[src/rtl/decrypt_seq_pkg.sv]
// Shared LWE decrypt definitions: parameter constants, sequencer state
// encoding and the chunk-count helper used to size the fetch loop.
// Latency: n/a (package). Backpressure: n/a.
package decrypt_seq_pkg;

    // LWE parameter set used by the decrypt datapath.
    localparam int LWE_DIMENSION = 10;
    localparam int LWE_DIM_WIDTH = 4;
    localparam int LWE_PT_WIDTH  = 6;

    typedef enum logic [2:0] {
        ST_IDLE  = 3'd0,
        ST_FETCH = 3'd1,
        ST_WAIT  = 3'd2,
        ST_DRAIN = 3'd3,
        ST_OUT   = 3'd4
    } state_t;

    // Number of memory chunks needed to cover indices 0..dimension when
    // 'parallel' entries are consumed per chunk: ceil((dimension+1)/parallel).
    function automatic int nchunk(input int dimension, input int parallel);
        return (dimension + parallel) / parallel;
    endfunction

endpackage

[src/rtl/decrypt_seq_if.sv]
// Decrypt sequencer bus: request/busy, key+ciphertext memory read port,
// datapath control/result and plaintext valid/ready output.
// Latency: n/a (wiring only). Backpressure: pt_ready stalls the plaintext output.
interface decrypt_seq_if
    import decrypt_seq_pkg::*;
#(
    parameter int PLAINTEXT_WIDTH = LWE_PT_WIDTH,
    parameter int DIM_WIDTH       = LWE_DIM_WIDTH,
    parameter int PARALLEL        = 1
);
    logic                       start;
    logic                       busy;
    logic                       mem_rd_en;
    logic [DIM_WIDTH:0]         mem_addr;
    logic                       dp_en;
    logic [DIM_WIDTH:0]         dp_row;
    logic [PARALLEL-1:0]        dp_lane_zero;
    logic [PLAINTEXT_WIDTH-1:0] dp_result;
    logic [PLAINTEXT_WIDTH-1:0] pt_out;
    logic                       pt_valid;
    logic                       pt_ready;

    // Sequencer side.
    modport master (
        input  start, dp_result, pt_ready,
        output busy, mem_rd_en, mem_addr, dp_en, dp_row, dp_lane_zero,
               pt_out, pt_valid
    );

    // Requester / memory / datapath / consumer side.
    modport slave (
        output start, dp_result, pt_ready,
        input  busy, mem_rd_en, mem_addr, dp_en, dp_row, dp_lane_zero,
               pt_out, pt_valid
    );
endinterface

[src/rtl/decrypt_seq.sv]
// LWE decrypt sequencer: streams NCHUNK memory chunks into the dot-product
// datapath and captures the plaintext; NCHUNK+3 cycles from start to pt_valid.
// Backpressure: pt_valid/pt_out hold in OUT until pt_ready; start ignored unless IDLE.
//
// Ports:
//   clk, rst_n          clock, synchronous active-low reset
//   bus.start/busy      decrypt request (sampled in IDLE) / not-IDLE flag
//   bus.mem_rd_en/addr  chunk read strobe and index (data returns 1 cycle later)
//   bus.dp_en/row/lane_zero  datapath accumulate control, aligned with read data
//   bus.dp_result       datapath result, captured in DRAIN
//   bus.pt_out/valid/ready   plaintext output handshake
module decrypt_seq
    import decrypt_seq_pkg::*;
#(
    parameter int PLAINTEXT_WIDTH = LWE_PT_WIDTH,
    parameter int DIMENSION       = LWE_DIMENSION,
    parameter int DIM_WIDTH       = LWE_DIM_WIDTH,
    parameter int PARALLEL        = 1
) (
    input  logic          clk,
    input  logic          rst_n,
    decrypt_seq_if.master bus
);

    localparam int NCHUNK = nchunk(DIMENSION, PARALLEL);
    localparam int CW     = DIM_WIDTH + 1;
    // Lane index row*PARALLEL+i needs log2(PARALLEL) bits beyond the row width.
    localparam int IDXW   = DIM_WIDTH + 1 + $clog2(PARALLEL);
    localparam logic [CW-1:0] LAST_CHUNK = CW'(NCHUNK - 1);

    state_t                     state_q;
    logic [CW-1:0]              cnt_q;
    logic                       busy_q;
    logic                       mem_rd_en_q;
    logic [CW-1:0]              mem_addr_q;
    logic                       dp_en_q;
    logic [CW-1:0]              dp_row_q;
    logic [PARALLEL-1:0]        dp_lane_zero_q;
    logic [PLAINTEXT_WIDTH-1:0] pt_out_q;
    logic                       pt_valid_q;

    // Lanes of the final chunk that fall past index DIMENSION read padding
    // entries; the datapath must treat them as zero.
    function automatic logic [PARALLEL-1:0] lane_mask(input logic [CW-1:0] row);
        logic [PARALLEL-1:0] m;
        logic [IDXW-1:0]     idx;
        m = '0;
        for (int i = 0; i < PARALLEL; i++) begin
            idx  = IDXW'(row) * IDXW'(PARALLEL) + IDXW'(i);
            m[i] = (idx > IDXW'(DIMENSION));
        end
        return m;
    endfunction

    always_ff @(posedge clk) begin
        if (!rst_n) begin
            state_q        <= ST_IDLE;
            cnt_q          <= '0;
            busy_q         <= 1'b0;
            mem_rd_en_q    <= 1'b0;
            mem_addr_q     <= '0;
            dp_en_q        <= 1'b0;
            dp_row_q       <= '0;
            dp_lane_zero_q <= '0;
            pt_out_q       <= '0;
            pt_valid_q     <= 1'b0;
        end else begin
            // Datapath controls trail the read strobe by one cycle so they
            // arrive together with the returned memory data.
            dp_en_q        <= mem_rd_en_q;
            dp_row_q       <= mem_addr_q;
            dp_lane_zero_q <= mem_rd_en_q ? lane_mask(mem_addr_q) : '0;

            case (state_q)
                ST_IDLE: begin
                    if (bus.start) begin
                        state_q     <= ST_FETCH;
                        cnt_q       <= '0;
                        busy_q      <= 1'b1;
                        mem_rd_en_q <= 1'b1;
                        mem_addr_q  <= '0;
                    end
                end
                ST_FETCH: begin
                    cnt_q <= cnt_q + 1'b1;
                    if (cnt_q == LAST_CHUNK) begin
                        state_q     <= ST_WAIT;
                        mem_rd_en_q <= 1'b0;
                        mem_addr_q  <= '0;
                    end else begin
                        mem_addr_q  <= cnt_q + 1'b1;
                    end
                end
                // Last chunk is being accumulated this cycle.
                ST_WAIT: begin
                    state_q <= ST_DRAIN;
                end
                ST_DRAIN: begin
                    pt_out_q   <= bus.dp_result;
                    pt_valid_q <= 1'b1;
                    state_q    <= ST_OUT;
                end
                ST_OUT: begin
                    if (bus.pt_ready) begin
                        pt_valid_q <= 1'b0;
                        busy_q     <= 1'b0;
                        state_q    <= ST_IDLE;
                    end
                end
                default: begin
                    state_q     <= ST_IDLE;
                    busy_q      <= 1'b0;
                    mem_rd_en_q <= 1'b0;
                    pt_valid_q  <= 1'b0;
                end
            endcase
        end
    end

    assign bus.busy         = busy_q;
    assign bus.mem_rd_en    = mem_rd_en_q;
    assign bus.mem_addr     = mem_addr_q;
    assign bus.dp_en        = dp_en_q;
    assign bus.dp_row       = dp_row_q;
    assign bus.dp_lane_zero = dp_lane_zero_q;
    assign bus.pt_out       = pt_out_q;
    assign bus.pt_valid     = pt_valid_q;

endmodule

[src/flat_wrapper.sv]
// flat-port wrapper written by rule: the top's interface ports become plain ports
module decrypt_seq_flat import decrypt_seq_pkg::*;
#(
    parameter int PLAINTEXT_WIDTH = LWE_PT_WIDTH,
    parameter int DIMENSION       = LWE_DIMENSION,
    parameter int DIM_WIDTH       = LWE_DIM_WIDTH,
    parameter int PARALLEL        = 1
)
  (clk, rst_n, bus_start, bus_dp_result, bus_pt_ready, bus_busy, bus_mem_rd_en, bus_mem_addr, bus_dp_en, bus_dp_row, bus_dp_lane_zero, bus_pt_out, bus_pt_valid);
  decrypt_seq_if #(.PLAINTEXT_WIDTH(PLAINTEXT_WIDTH), .DIM_WIDTH(DIM_WIDTH), .PARALLEL(PARALLEL)) bus_i ();
  input  logic clk;
  input  logic rst_n;
  input wire logic [$bits(bus_i.start)-1:0] bus_start;
  input wire logic [$bits(bus_i.dp_result)-1:0] bus_dp_result;
  input wire logic [$bits(bus_i.pt_ready)-1:0] bus_pt_ready;
  output wire logic [$bits(bus_i.busy)-1:0] bus_busy;
  output wire logic [$bits(bus_i.mem_rd_en)-1:0] bus_mem_rd_en;
  output wire logic [$bits(bus_i.mem_addr)-1:0] bus_mem_addr;
  output wire logic [$bits(bus_i.dp_en)-1:0] bus_dp_en;
  output wire logic [$bits(bus_i.dp_row)-1:0] bus_dp_row;
  output wire logic [$bits(bus_i.dp_lane_zero)-1:0] bus_dp_lane_zero;
  output wire logic [$bits(bus_i.pt_out)-1:0] bus_pt_out;
  output wire logic [$bits(bus_i.pt_valid)-1:0] bus_pt_valid;
  assign bus_i.start = bus_start;
  assign bus_i.dp_result = bus_dp_result;
  assign bus_i.pt_ready = bus_pt_ready;
  assign bus_busy = bus_i.busy;
  assign bus_mem_rd_en = bus_i.mem_rd_en;
  assign bus_mem_addr = bus_i.mem_addr;
  assign bus_dp_en = bus_i.dp_en;
  assign bus_dp_row = bus_i.dp_row;
  assign bus_dp_lane_zero = bus_i.dp_lane_zero;
  assign bus_pt_out = bus_i.pt_out;
  assign bus_pt_valid = bus_i.pt_valid;
  decrypt_seq #(.PLAINTEXT_WIDTH(PLAINTEXT_WIDTH), .DIMENSION(DIMENSION), .DIM_WIDTH(DIM_WIDTH), .PARALLEL(PARALLEL)) u_core (.clk(clk), .rst_n(rst_n), .bus(bus_i));
endmodule
[config.mk]
export PLATFORM = sky130hd
export DESIGN_NAME = decrypt_seq_flat
export DESIGN_NICKNAME = d
export VERILOG_FILES = /design/src/rtl/decrypt_seq_pkg.sv /design/src/rtl/decrypt_seq_if.sv /design/src/rtl/decrypt_seq.sv /design/src/flat_wrapper.sv
export SDC_FILE = /design/constraint.sdc
export NUM_CORES = 1
export LEC_CHECK = 0
export BUFFER_PORTS_ARGS = -buffer_cell sky130_fd_sc_hd__buf_4
export CAP_MARGIN = 20
export CORE_MARGIN = 2
export CORE_UTILIZATION = 45
export DETAILED_ROUTE_END_ITERATION = 7
export PLACE_DENSITY = 0.7
export SLEW_MARGIN = 20
export SYNTH_ARGS = -nofsm -noshare
export SYNTH_HDL_FRONTEND = slang
export SYNTH_SLANG_ARGS = --single-unit
[constraint.sdc]
create_clock -name clk -period 1.81 [get_ports clk]
set_input_delay 0.181 -clock clk [delete_from_list [all_inputs] [get_ports clk]]
set_output_delay 0.181 -clock clk [all_outputs]
set_load 0.01 [all_outputs]
Yosys cells after proc, flatten, opt, wreduce, memory -nomap -nowiden
Index checks and enable logic that the tools add are counted.

Add/subtract/negate cells: 1. Order comparisons: 1. Equal/unequal tests: 8. Muxes and demuxes: 14. Bitwise operators: 3. Reductions and logical operators: 11.

Operators by type and width (number): $pmux W5 S2 (2); $pmux W3 S5 (1); $mux W5 (2); $mux W3 (3); $pmux W1 S3 (3); $reduce_and A3 Y1 (3); $reduce_or A3 Y1 (3); $eq A3 B2 Y1 const B (2); $reduce_and A2 Y1 (3); $add A5 B1 Y5 const B (1); $eq A5 B4 Y1 const B (1); $gt A5 B4 Y1 const B (1); $ne A2 B2 Y1 const B (2); $eq A3 B1 Y1 const B (1); $eq A3 B3 Y1 const B (1); $logic_not A3 Y1 (1); $mux W1 (3); $not A1 Y1 (3); $ne A2 B1 Y1 const B (1); $reduce_bool A2 Y1 (1).

Register bits after elaboration: 29. Bits of input ports: 10. Output and inout bits: 21. Logic and storage cells: 48.

Longest topological paths before layout
Word-level depth: 4. Depth in mapped cells: 5. Mapped depth without buffers: 5.

Worst setup path after synthesis
OpenSTA, ideal clock, no wires.

Path kind: reg-to-reg. From: reg u_core.cnt_q[0]. To: reg u_core.state_q[1]. Setup time: 0.119 ns. Arrival: 1.189 ns. Data required time: 1.691 ns. Path slack: 0.503 ns. Stages on the path, launching flop included: 6. Buffers on the path: 0. Clock period less this slack: 1.307 ns. Cell sequence: dfxtp_1 -> inv_1 -> ha_1 -> nand4bb_1 -> a32oi_1 -> o221a_2.

Longest elaborated chain between the ends: 3.

RTL lines: start: declaration (line decrypt_seq.sv:32) `logic [CW-1:0] cnt_q;`; start signal: assignment (line decrypt_seq.sv:85) `cnt_q <= cnt_q + 1'b1;`; $eq A5 B4 Y1 (line decrypt_seq.sv:86) `if (cnt_q == LAST_CHUNK) begin`; $ne A2 B1 Y1 (no line); $reduce_and A3 Y1 (no line); end signal: assignment (line decrypt_seq.sv:87) `state_q <= ST_WAIT;`; end signal: assignment (line decrypt_seq.sv:96) `state_q <= ST_DRAIN;`; end signal: assignment (line decrypt_seq.sv:101) `state_q <= ST_OUT;`; end: declaration (line decrypt_seq.sv:31) `state_t state_q;`.

Every way passes these cells. A chain may end at the register's enable or synchronous reset.

Final worst setup path
From: reg u_core.state_q[0]. To: reg u_core.cnt_q[3].

Longest elaborated chain between the ends: 3. Elaborated cells between the ends (all ways): 6. Those cells by class: eq/ne (2); mux (1); reduce/logical (3).

RTL lines: start signal: assignment (line decrypt_seq.sv:57) `state_q <= ST_IDLE;`; start signal: assignment (line decrypt_seq.sv:77) `state_q <= ST_FETCH;`; start signal: assignment (line decrypt_seq.sv:87); $eq A3 B1 Y1 or $logic_not A3 Y1 (tied branches) (line decrypt_seq.sv:74) `case (state_q)`; $reduce_bool A2 Y1 (no line) or $ne A2 B2 Y1 (tied branches); $reduce_and A2 Y1 (no line).

Parallel ways exist; a longest one is shown, timed or not.

==> reports/metrics.sh <==
RESULT_OF_THE_RUN='complete, no violations'
FIN_NETS=169
SYN-NUM-NETS=138
GRTUSAGETOTAL=0.172
WORSTSETUPENDPOINTTYPE='flip-flop'
NUMBER_OF_BUFFERS_INSERTED_BY_POST_CTS_SETUP_REPAIR=0
MAXSLEWHEADROOM=0.666
CORE_UM2=2500
SYNTH_LARGEST_AREA_CELL='dfxtp_1'
CLOCK_TREE.HTREE_LEVEL_COUNT=2
SYNTH.MOST_COMMON_CELL='dfxtp_1'
MAX-VDD-IR-DROP_uV=636
PLACE.DETAILED.HPWL_UM=1800
FINAL-SETUP-VIOL-COUNT=0
CLK_PIN_SLEW_NS=0.08
LAYOUT_MIN_CYCLE_TIME_NS=1.57
OVERFLOW=0
NUM_ANTENNA_CELLS=0
GRT_SETUP_UNREPAIRED='false'
INITIAL_UTILIZATION=0.479
ANTENNA_FOUND_INITIAL=0
P_TOTAL_uW=1280
CTS_SINKS=29
CRITICAL_PATH_CLASS='flip-flop to flip-flop'
CTS_TREE='done'
FMAXACHIEVABLE_MHz=638
HOLD_PATH_CLASS='primary input to flip-flop'
WORSTPATHREQUIRED_NS=2.03
NETLIST-CELL-TYPE-COUNT=34
P_LEAK_uW=0.000666
FLOORPLAN.IO_PINS=31
DETAILEDROUTE.FIRSTPASSITERATIONCOUNT=4
DIEHEIGHT_UM=55.6
GRT_FIRST_PASS_WIRELENGTH_UM=4110
YOSYS_MOST_USED_DFF='dfxtp_1'
GRT_MAX_DEGREE=15
CRITICAL_PATH.N_BUFFERS_INVERTERS=1
DRT-WIRELENGTH-PER-CELL_UM=13.0
POST_SYNTH_ADDER_CELL_AREA=0.0209
CTS_ROOT_BUFFER='clkbuf_4'
WL_UM=2440
SYN_AREA_UM2=1200
CTSRESIZECOUNT=0
FINAL.FILL_COUNT=242
FIN_SETUP_TNS_NS=0
FLOORPLAN.DIE_AREA_UM2=3090
SYNTH-ASYNC-RESET-RATIO=0
CLKLATENCYLATEPIN_NS=0.32
ANT_NETS=0
CTS_BUFFERS=5
POST_SYNTH_MAIN_AREA_CONTRIBUTORS='dfxtp_1 (48%), a21oi_1 (5.4%), mux2i_1 (5.0%)'
DR.FIRST_ITER.DRC_COUNT=10
SYNTH.TOP_CELL.AREA_SHARE=0.485
DIE-WIDTH_UM=55.6
FINAL-MAX-SLEW-VIOLATION-COUNT=0
DRV.MAX_CAP_VIOLATION_COUNT=0
TOTAL_POWER_PER_UNIT_CELL_AREA_nW_PER_UM2=869
PORT_BUFFERS=30
REPORT.FINAL.HOLD_VIOL_COUNT=0
TIMING.CRITICAL_PATH.MAX_DELAY_FAMILY='flip-flops'
DRC=0
TIMING.CRITICAL_PATH.FANOUT_MAX=14
SEQ_AREA_FRAC_SYNTH=0.485
SYNTH.YOSYS.WARNINGS=0
SYNTHCELLS=126
MUXSHAREOFSYNTHAREA=0.0502
DR_TOTAL_VIAS=1009
PLACE.GP.CONGESTION=0.864
CRITPATHMAXSTAGEDELAY_NS=0.58
SYNTH-COMPOUND-AREA-SHARE=0.187
NUMBER_OF_GLOBAL_ROUTE_VIAS_BEFORE_REPAIR=950
CRITICAL_PATH.STARTPOINT_TYPE='flip-flop'
CELLS_ALONG_THE_CRITICAL_PATH='nor3b_4 > buf_4 > a41oi_1 > a311oi_1'
SYNTHTOPCELLSBYCOUNT='dfxtp_1 (29), a21oi_1 (13), o21ai_0 (11)'
SYNTH-EDFF-COUNT=0
SYN_AREA_PER_CELL_UM2=9.50
FLOORPLAN.ROWS=18
SYNTH_TOP_FAMILY_BY_AREA='compound AO/OA/AOI/OAI gates'
WORST_SLEW_PIN_SLEW_NS=0.499
WORST-ENDPOINT-ARRIVAL_NS=1.78
POST_SYNTH_AND_OR_NAND_NOR_AREA_FRACTION=0.177
FINALCRITPERIODSHARE=0.866
POST_DRT_VIA_CELL_RATIO=5.40
SYNTH_SEQ_CELLS=29
LAYOUT-DRIVE-GT1-SHARE=0.261
CLOCK_PATH_BUFFERS=2
SYNTHXORXNORAREAFRAC=0.0219
CRITPATHSLOWESTCELL='dfxtp_1'
WORST_CLOCK_SKEW_NS=0.00299
CTS_HOLD_BUFFERS=0
LAYOUT-AREA-OVERHEAD-VS-SYNTH_PCT=23.5
layout by cell type, fill, tap and decap left out, types with 4 or more instances in the layout:
cell type	count
clkbuf_4	5
a21oi_1	13
inv_1	4
buf_4	32
nand3_1	5
nor2_1	9
mux2i_1	6
nand2_1	4
o21ai_0	11
and2_1	6
dfxtp_1	29
worst min-delay path, cell delays in order:
cell	delay, ns
buf_4	0.08
mux2i_1	0.05
nor2_1	0.07
area by class of cell:
class / instances / area, µm² / area share
clock buffer: 7 / 55.1 / 0.0372
inverter: 5 / 18.8 / 0.0127
multi-input combinational: 84 / 547 / 0.370
sequential: 29 / 581 / 0.393
tap: 30 / 37.5 / 0.0254
timing repair buffer: 32 / 240 / 0.162
metrics by stage:
stage	util	hold WS [ns]	worst slack, ns	area, µm²	instances
final	0.592	0.0910	0.242	1480	187
after global routing	0.592	0.0927	0.134	1480	187
after CTS	0.592	0.0797	0.245	1480	187
after detailed placement	0.570	0.422	0.267	1420	180
after global placement	0.570	0.410	0.372	1420	180
after floorplan	-	0.308	0.503	1200	126
report_power, final:
group	internal [µW]	switching, µW	total (µW)
clock	183	192	375
combinational	100	100	200
sequential	670	39.3	709
total	953	332	1280
path summary, 6_finish.rpt:
| kind | startpoint | end | slack, ns | cells after the start |
|---|---|---|---|---|
| max | u_core.state_q[0]$_SDFFE_PN0P_ | u_core.cnt_q[3]$_SDFFE_PN0P_ | 0.24 | 4 |
| min | bus_dp_result[0] | u_core.bus.pt_out[0]$_SDFFE_PN0P_ | 0.09 | 3 |
| max reg2reg | u_core.state_q[0]$_SDFFE_PN0P_ | u_core.cnt_q[3]$_SDFFE_PN0P_ | 0.24 | 4 |
| min reg2reg | u_core.bus.busy$_SDFFE_PN0P_ | u_core.bus.busy$_SDFFE_PN0P_ | 0.49 | 2 |
cells by family (layout without fill, tap and decap cells):
kind of cell	after synthesis	after routing
multiplexers	6	6
AND/OR/NAND/NOR	37	37
flip-flops	29	29
AO/OA/AOI/OAI	36	36
adder cells (fa/ha/maj)	2	2
buffers and inverters	13	44
XOR/XNOR	3	3
flip-flops by register name, indices dropped and copies added (netlist names):
register	count
u_core.bus.pt_valid	1
u_core.state_q	3
u_core.bus.mem_addr	5
u_core.bus.pt_out	6
u_core.bus.dp_en	1
u_core.cnt_q	5
u_core.bus.dp_lane_zero	1
u_core.bus.mem_rd_en	1
u_core.bus.busy	1
u_core.bus.dp_row	5
metal layers:
layer	global-route usage	share of wire	vias to the layer above
met2	0.293	0.48	37
met1	0.179	0.42	452
met4	0.101	0.029	0
li1	-	-	511
met5	0	0	-
met3	0.0651	0.073	9
(Power assumes the default switching activity.)
